[src/rtl/mbus_axi_rd_master.sv]
// mbus_axi_rd_master
//   Serves the frame reader's mbus read request with one fixed-length AXI4
//   read burst to the DDR controller. Beats come back on o_mbus_rdata with a
//   one-cycle o_mbus_rdata_rq strobe each. rsel/rbusy frame the whole
//   transaction. A cooldown follows every transaction so the client can
//   see rbusy fall before its next request is sampled.
//   Single client, one burst outstanding, one clock domain.
//
// Optional feature: define MBUS_RD_TIMEOUT_EN to enable a watchdog in AR/RD.
//   The watchdog sets o_err and forces the transaction to finish after
//   TIMEOUT cycles without a handshake.
//
// Ports
//   i_axi_aclk, i_rst        clock, asynchronous active-high reset
//   i_mbus_rrq/raddr/rready  client request, burst address, client FIFO room
//   o_mbus_rdata/rdata_rq    returned beat and its strobe
//   o_mbus_rbusy/rsel        transaction framing / grant
//   o_axi_ar*, i_axi_arready AXI read address channel
//   i_axi_r*, o_axi_rready   AXI read data channel
//   o_err                    sticky error (bad rresp, rlast count, timeout)
module mbus_axi_rd_master #(
    parameter int MEM_DQ_WIDTH    = 16,
    parameter int BURST_LENGTH    = 8,
    parameter int CTRL_ADDR_WIDTH = 28,
    parameter int BURST_BEATS     = 16,
    parameter int COOLDOWN        = 4,
    parameter int TIMEOUT         = 1024
) (
    input  logic                                   i_axi_aclk,
    input  logic                                   i_rst,
    input  logic                                   i_mbus_rrq,
    input  logic [CTRL_ADDR_WIDTH-1:0]             i_mbus_raddr,
    input  logic                                   i_mbus_rready,
    output logic [MEM_DQ_WIDTH*BURST_LENGTH-1:0]   o_mbus_rdata,
    output logic                                   o_mbus_rdata_rq,
    output logic                                   o_mbus_rbusy,
    output logic                                   o_mbus_rsel,
    output logic [CTRL_ADDR_WIDTH-1:0]             o_axi_araddr,
    output logic [7:0]                             o_axi_arlen,
    output logic                                   o_axi_arvalid,
    input  logic                                   i_axi_arready,
    input  logic [MEM_DQ_WIDTH*BURST_LENGTH-1:0]   i_axi_rdata,
    input  logic [1:0]                             i_axi_rresp,
    input  logic                                   i_axi_rlast,
    input  logic                                   i_axi_rvalid,
    output logic                                   o_axi_rready,
    output logic                                   o_err
);

    localparam int BW = $clog2(BURST_BEATS + 1);
    localparam int CW = $clog2(COOLDOWN + 1);
    localparam int WW = $clog2(TIMEOUT + 1);
    localparam logic [BW-1:0] LAST_BEAT = BW'(BURST_BEATS);
    localparam logic [CW-1:0] COOL_LOAD = CW'(COOLDOWN);
    localparam logic [WW-1:0] WD_LIMIT  = WW'(TIMEOUT - 1);

`ifdef MBUS_RD_TIMEOUT_EN
    localparam bit WD_EN = 1'b1;
`else
    localparam bit WD_EN = 1'b0;
`endif

    typedef enum logic [2:0] {
        S_IDLE,
        S_AR,
        S_RD,
        S_DONE,
        S_COOL
    } state_t;

    state_t          state;
    logic [BW-1:0]   beat_cnt;
    logic [BW-1:0]   beat_nxt;
    logic [CW-1:0]   cool_cnt;
    logic [WW-1:0]   wd_cnt;

    assign beat_nxt    = beat_cnt + BW'(1);
    assign o_axi_arlen = 8'(BURST_BEATS - 1);

    always_ff @(posedge i_axi_aclk or posedge i_rst) begin
        if (i_rst) begin
            state           <= S_IDLE;
            beat_cnt        <= '0;
            cool_cnt        <= '0;
            wd_cnt          <= '0;
            o_mbus_rdata    <= '0;
            o_mbus_rdata_rq <= 1'b0;
            o_mbus_rbusy    <= 1'b0;
            o_mbus_rsel     <= 1'b0;
            o_axi_araddr    <= '0;
            o_axi_arvalid   <= 1'b0;
            o_axi_rready    <= 1'b0;
            o_err           <= 1'b0;
        end else begin
            // The beat strobe is a single-cycle pulse unless a beat lands.
            o_mbus_rdata_rq <= 1'b0;
            case (state)
                S_IDLE: begin
                    if (i_mbus_rrq && i_mbus_rready) begin
                        o_axi_araddr  <= i_mbus_raddr;
                        o_axi_arvalid <= 1'b1;
                        o_mbus_rsel   <= 1'b1;
                        o_mbus_rbusy  <= 1'b1;
                        wd_cnt        <= '0;
                        state         <= S_AR;
                    end
                end
                S_AR: begin
                    // arvalid is always high here, so arready alone is the handshake.
                    if (i_axi_arready) begin
                        o_axi_arvalid <= 1'b0;
                        o_axi_rready  <= 1'b1;
                        beat_cnt      <= '0;
                        wd_cnt        <= '0;
                        state         <= S_RD;
                    end else if (WD_EN) begin
                        if (wd_cnt == WD_LIMIT) begin
                            o_err         <= 1'b1;
                            o_axi_arvalid <= 1'b0;
                            state         <= S_DONE;
                        end else begin
                            wd_cnt <= wd_cnt + WW'(1);
                        end
                    end
                end
                S_RD: begin
                    if (i_axi_rvalid) begin
                        o_mbus_rdata    <= i_axi_rdata;
                        o_mbus_rdata_rq <= 1'b1;
                        beat_cnt        <= beat_nxt;
                        wd_cnt          <= '0;
                        if (i_axi_rresp != 2'b00) o_err <= 1'b1;
                        // Finish on the first rlast; a missing rlast is forced
                        // to finish at the nominal burst length.
                        if (i_axi_rlast) begin
                            if (beat_nxt != LAST_BEAT) o_err <= 1'b1;
                            state <= S_DONE;
                        end else if (beat_nxt == LAST_BEAT) begin
                            o_err <= 1'b1;
                            state <= S_DONE;
                        end
                    end else if (WD_EN) begin
                        if (wd_cnt == WD_LIMIT) begin
                            o_err        <= 1'b1;
                            o_axi_rready <= 1'b0;
                            state        <= S_DONE;
                        end else begin
                            wd_cnt <= wd_cnt + WW'(1);
                        end
                    end
                end
                S_DONE: begin
                    // One spare cycle so the last strobe precedes the rbusy fall.
                    o_mbus_rbusy <= 1'b0;
                    o_mbus_rsel  <= 1'b0;
                    o_axi_rready <= 1'b0;
                    cool_cnt     <= COOL_LOAD;
                    state        <= S_COOL;
                end
                S_COOL: begin
                    if (cool_cnt == '0) begin
                        state <= S_IDLE;
                    end else begin
                        cool_cnt <= cool_cnt - CW'(1);
                    end
                end
                default: state <= S_IDLE;
            endcase
        end
    end

endmodule

[config.mk]
export PLATFORM = sky130hd
export DESIGN_NAME = mbus_axi_rd_master
export DESIGN_NICKNAME = d
export VERILOG_FILES = /design/src/rtl/mbus_axi_rd_master.sv
export SDC_FILE = /design/constraint.sdc
export NUM_CORES = 1
export LEC_CHECK = 0
export BUFFER_PORTS_ARGS = -buffer_cell sky130_fd_sc_hd__buf_4
export CORE_AREA = 5 5 128 130
export DETAILED_ROUTE_END_ITERATION = 10
export DIE_AREA = 0 0 133 135
export HOLD_SLACK_MARGIN = 0.15
export MAX_ROUTING_LAYER = met4
export PLACE_DENSITY = 0.8
export SLEW_MARGIN = 5
export SYNTH_ARGS = -nofsm -noshare
export SYNTH_HDL_FRONTEND = slang
export SYNTH_SLANG_ARGS = --single-unit
[constraint.sdc]
create_clock -name i_axi_aclk -period 14.05 [get_ports i_axi_aclk]
set_input_delay 2.81 -clock i_axi_aclk [delete_from_list [all_inputs] [get_ports i_axi_aclk]]
set_output_delay 2.81 -clock i_axi_aclk [all_outputs]
set_load 0.05 [all_outputs]
==> impl_metrics.json <==
{
  "synthTopCellsByArea": "dfrtp_1 (62%), mux2_2 (16%), mux2_4 (12%)",
  "cts_made_buffers": 17,
  "rsz0062_at_grt": "no",
  "core.rowCount": 45,
  "cts.root.buffer_cell": "clkbuf_16",
  "grt_pass1_wl_um": 28400,
  "placed_area_um2": 9490,
  "die-area_um2": 18000,
  "setup_violations": 0,
  "critical_path.startpoint_type": "primary input",
  "final_nets": 917,
  "clkTransAtPathRegs_ns": 0.07,
  "slowest_delay_ns": 0.83,
  "wl_met1_um": 6800,
  "gp_congestion": 0.747,
  "drt_iter0_drc": 183,
  "slew_viol_final": 0,
  "hold_viol": 0,
  "multiInputGateArea_um2": 2450,
  "status": "finished, final reports clean",
  "min_period_ns": 5.35,
  "hp-class": "flop to flop",
  "io_buffers": 326,
  "grt_pass1_vias": 5200,
  "post_cts_buffers": 0,
  "synth_seq_area_share_pct": 61.8,
  "vias": 4628,
  "clock_sinks": 172,
  "crit_path_max_fanout": 60,
  "final_cell_count_no_fill": 949,
  "clkLatencyLatePin_ns": 0.41,
  "reg2reg_slack_ns": 10.49,
  "path_cells": "buf_4 > nand3b_4 > nor2_4 > buf_4 > buf_4 > mux2_2",
  "tightestPinTransition_ns": 1.01,
  "period_share_pct": 38.1,
  "routed.top_layer": "met4",
  "core_area_um2": 15000,
  "crit_required_ns": 14.34,
  "hpwl_um": 13800,
  "path_class": "primary input to flop",
  "diodes": 0,
  "cts_buffer_depth": 2,
  "synth-warning-count": 0,
  "htree_num_levels": 4,
  "endpoint_kind": "flop",
  "initial_core_util_pct": 46.3,
  "crit_top_cell": "buf_4",
  "die_w_um": 133,
  "maxCapViolCount": 0,
  "synth_top_area_share_pct": 61.8,
  "avgRoutedWirePerCell_um": 19.2,
  "synth_seq_cells": 172,
  "wl_met3_um": 1070,
  "fmax_mhz": 187,
  "routed_wl_um": 18200,
  "syn2layout_area_growth_pct": 45.5,
  "fin_area_um2": 10100,
  "synth_edf_count": 0,
  "viasPerCell": 4.88,
  "place_inst": 917,
  "n_fill_cell": 1069,
  "finClkSkew_ns": 0.00777,
  "io_pins": 335,
  "worst_slew_margin_rel_pct": 32.4,
  "synthArstFlopShare_pct": 100,
  "crit_arrival_ns": 5.65,
  "cts_tree": "built",
  "drive_above_1_share_pct": 68.3,
  "seqCellArea_um2": 4300,
  "grt_max_degree": 92,
  "dr_wl_met2_um": 9800,
  "grt_overflow": 0,
  "cts_resized": 0,
  "drt_first_pass_iters": 4,
  "synth_cell_types": 37,
  "yosys-top-cells-count": "dfrtp_1 (172), mux2_2 (101), mux2_4 (54)",
  "synth.most_common_cell": "dfrtp_1",
  "tns_ns": 0,
  "post-route-drc-count": 0,
  "syn-cell-area_um2": 6970,
  "netlist_instances": 422,
  "avgSynthCellArea_um2": 16.5,
  "ant_nets": 0,
  "fp.dieH_um": 135,
  "antenna_found_initial": 0,
  "cp_slowest_cell": "buf_4",
  "postCtsHoldBufs": 0,
  "synth_ff_type": "dfrtp_1",
  "yosys.area.top_type": "dfrtp_1",
  "grtUsageTotal_pct": 20.7
}
## final timing paths
| path | start | endpoint | cells past startpoint |
|---|---|---|---|
| worst max-delay path | i_axi_rvalid | o_mbus_rdata[116] | 6 |
| worst min-delay path | o_err | o_err | 1 |
| worst max register to register | state[0] | o_mbus_rdata[116] | 5 |
| worst min register to register | o_err | o_err | 1 |
| max in group asynchronous | i_rst | state[2] | 3 |
| min in group asynchronous | i_rst | o_axi_araddr[21] | 2 |
## cell type report
type / count / share of cell area [%]
clock buffer: 19 / 4.27
clock inverter: 13 / 2.10
inverter: 4 / 0.198
multi-input combinational: 223 / 24.2
sequential: 172 / 42.5
tap: 188 / 2.32
timing repair buffer: 330 / 24.4
## through the flow
step | utilization [%] | hold WS, ns | worst slack [ns]
floorplan | - | 0.465 | 6.58
global placement | 63.1 | 0.452 | 8.37
detailed placement | 63.1 | 0.480 | 8.26
CTS | 67.4 | 0.497 | 8.70
global route | 67.4 | 0.513 | 8.56
finish | 67.4 | 0.491 | 8.70
## registers in the layout, indices dropped and copies added (netlist names)
register / count
o_mbus_rsel: 1
o_axi_arvalid: 1
state: 3
o_axi_rready: 1
o_axi_araddr: 28
o_mbus_rdata: 128
beat_cnt: 5
o_mbus_rdata_rq: 1
o_err: 1
cool_cnt: 3
## cell families after synthesis
family / after synthesis / synth area share, %
muxes: 157 / 28.3
and+or+nand+nor: 29 / 3.14
buffers and inverters: 33 / 3.34
other: 2 / 0.108
xor gates and xnor gates: 2 / 0.252
adders and majority gates: 4 / 0.719
AOI/OAI and AO/OA: 23 / 2.35
DFF: 172 / 61.8
## cell usage in the layout, fill, tap and decap left out, types with 2 or more instances in the layout
cell type	synthesis	final
a21oi_1	5	5
a21o_1	4	4
mux2_4	54	54
nand2_1	4	4
xnor2_1	2	2
bufinv_16	0	5
nand2b_1	5	5
nand3_1	3	3
o21ai_0	3	3
conb_1	2	8
clkbuf_1	1	2
clkinvlp_4	0	3
inv_1	4	3
mux2_1	2	2
ha_1	4	4
nand3b_1	3	3
buf_4	12	330
a22o_1	3	3
clkbuf_16	0	17
inv_6	0	5
nor2b_1	4	4
mux2_2	101	101
or3_1	2	2
a21boi_0	2	2
dfrtp_1	172	172
## routing by layer
layer,global-route usage [%],up-vias
met5,-,-
met2,36.3,199
met4,8.60,0
met3,4.66,38
li1,-,2123
met1,22.8,2268
## critical path, delay by kind of cell
family                 cells  cell delay, ns
multiplexers               1            0.43
AND/OR/NAND/NOR            2            0.73
buffers and inverters      3            1.59
Power is not shown: default switching activity piles up to over one toggle a cycle in this logic, so the estimate is an artifact.
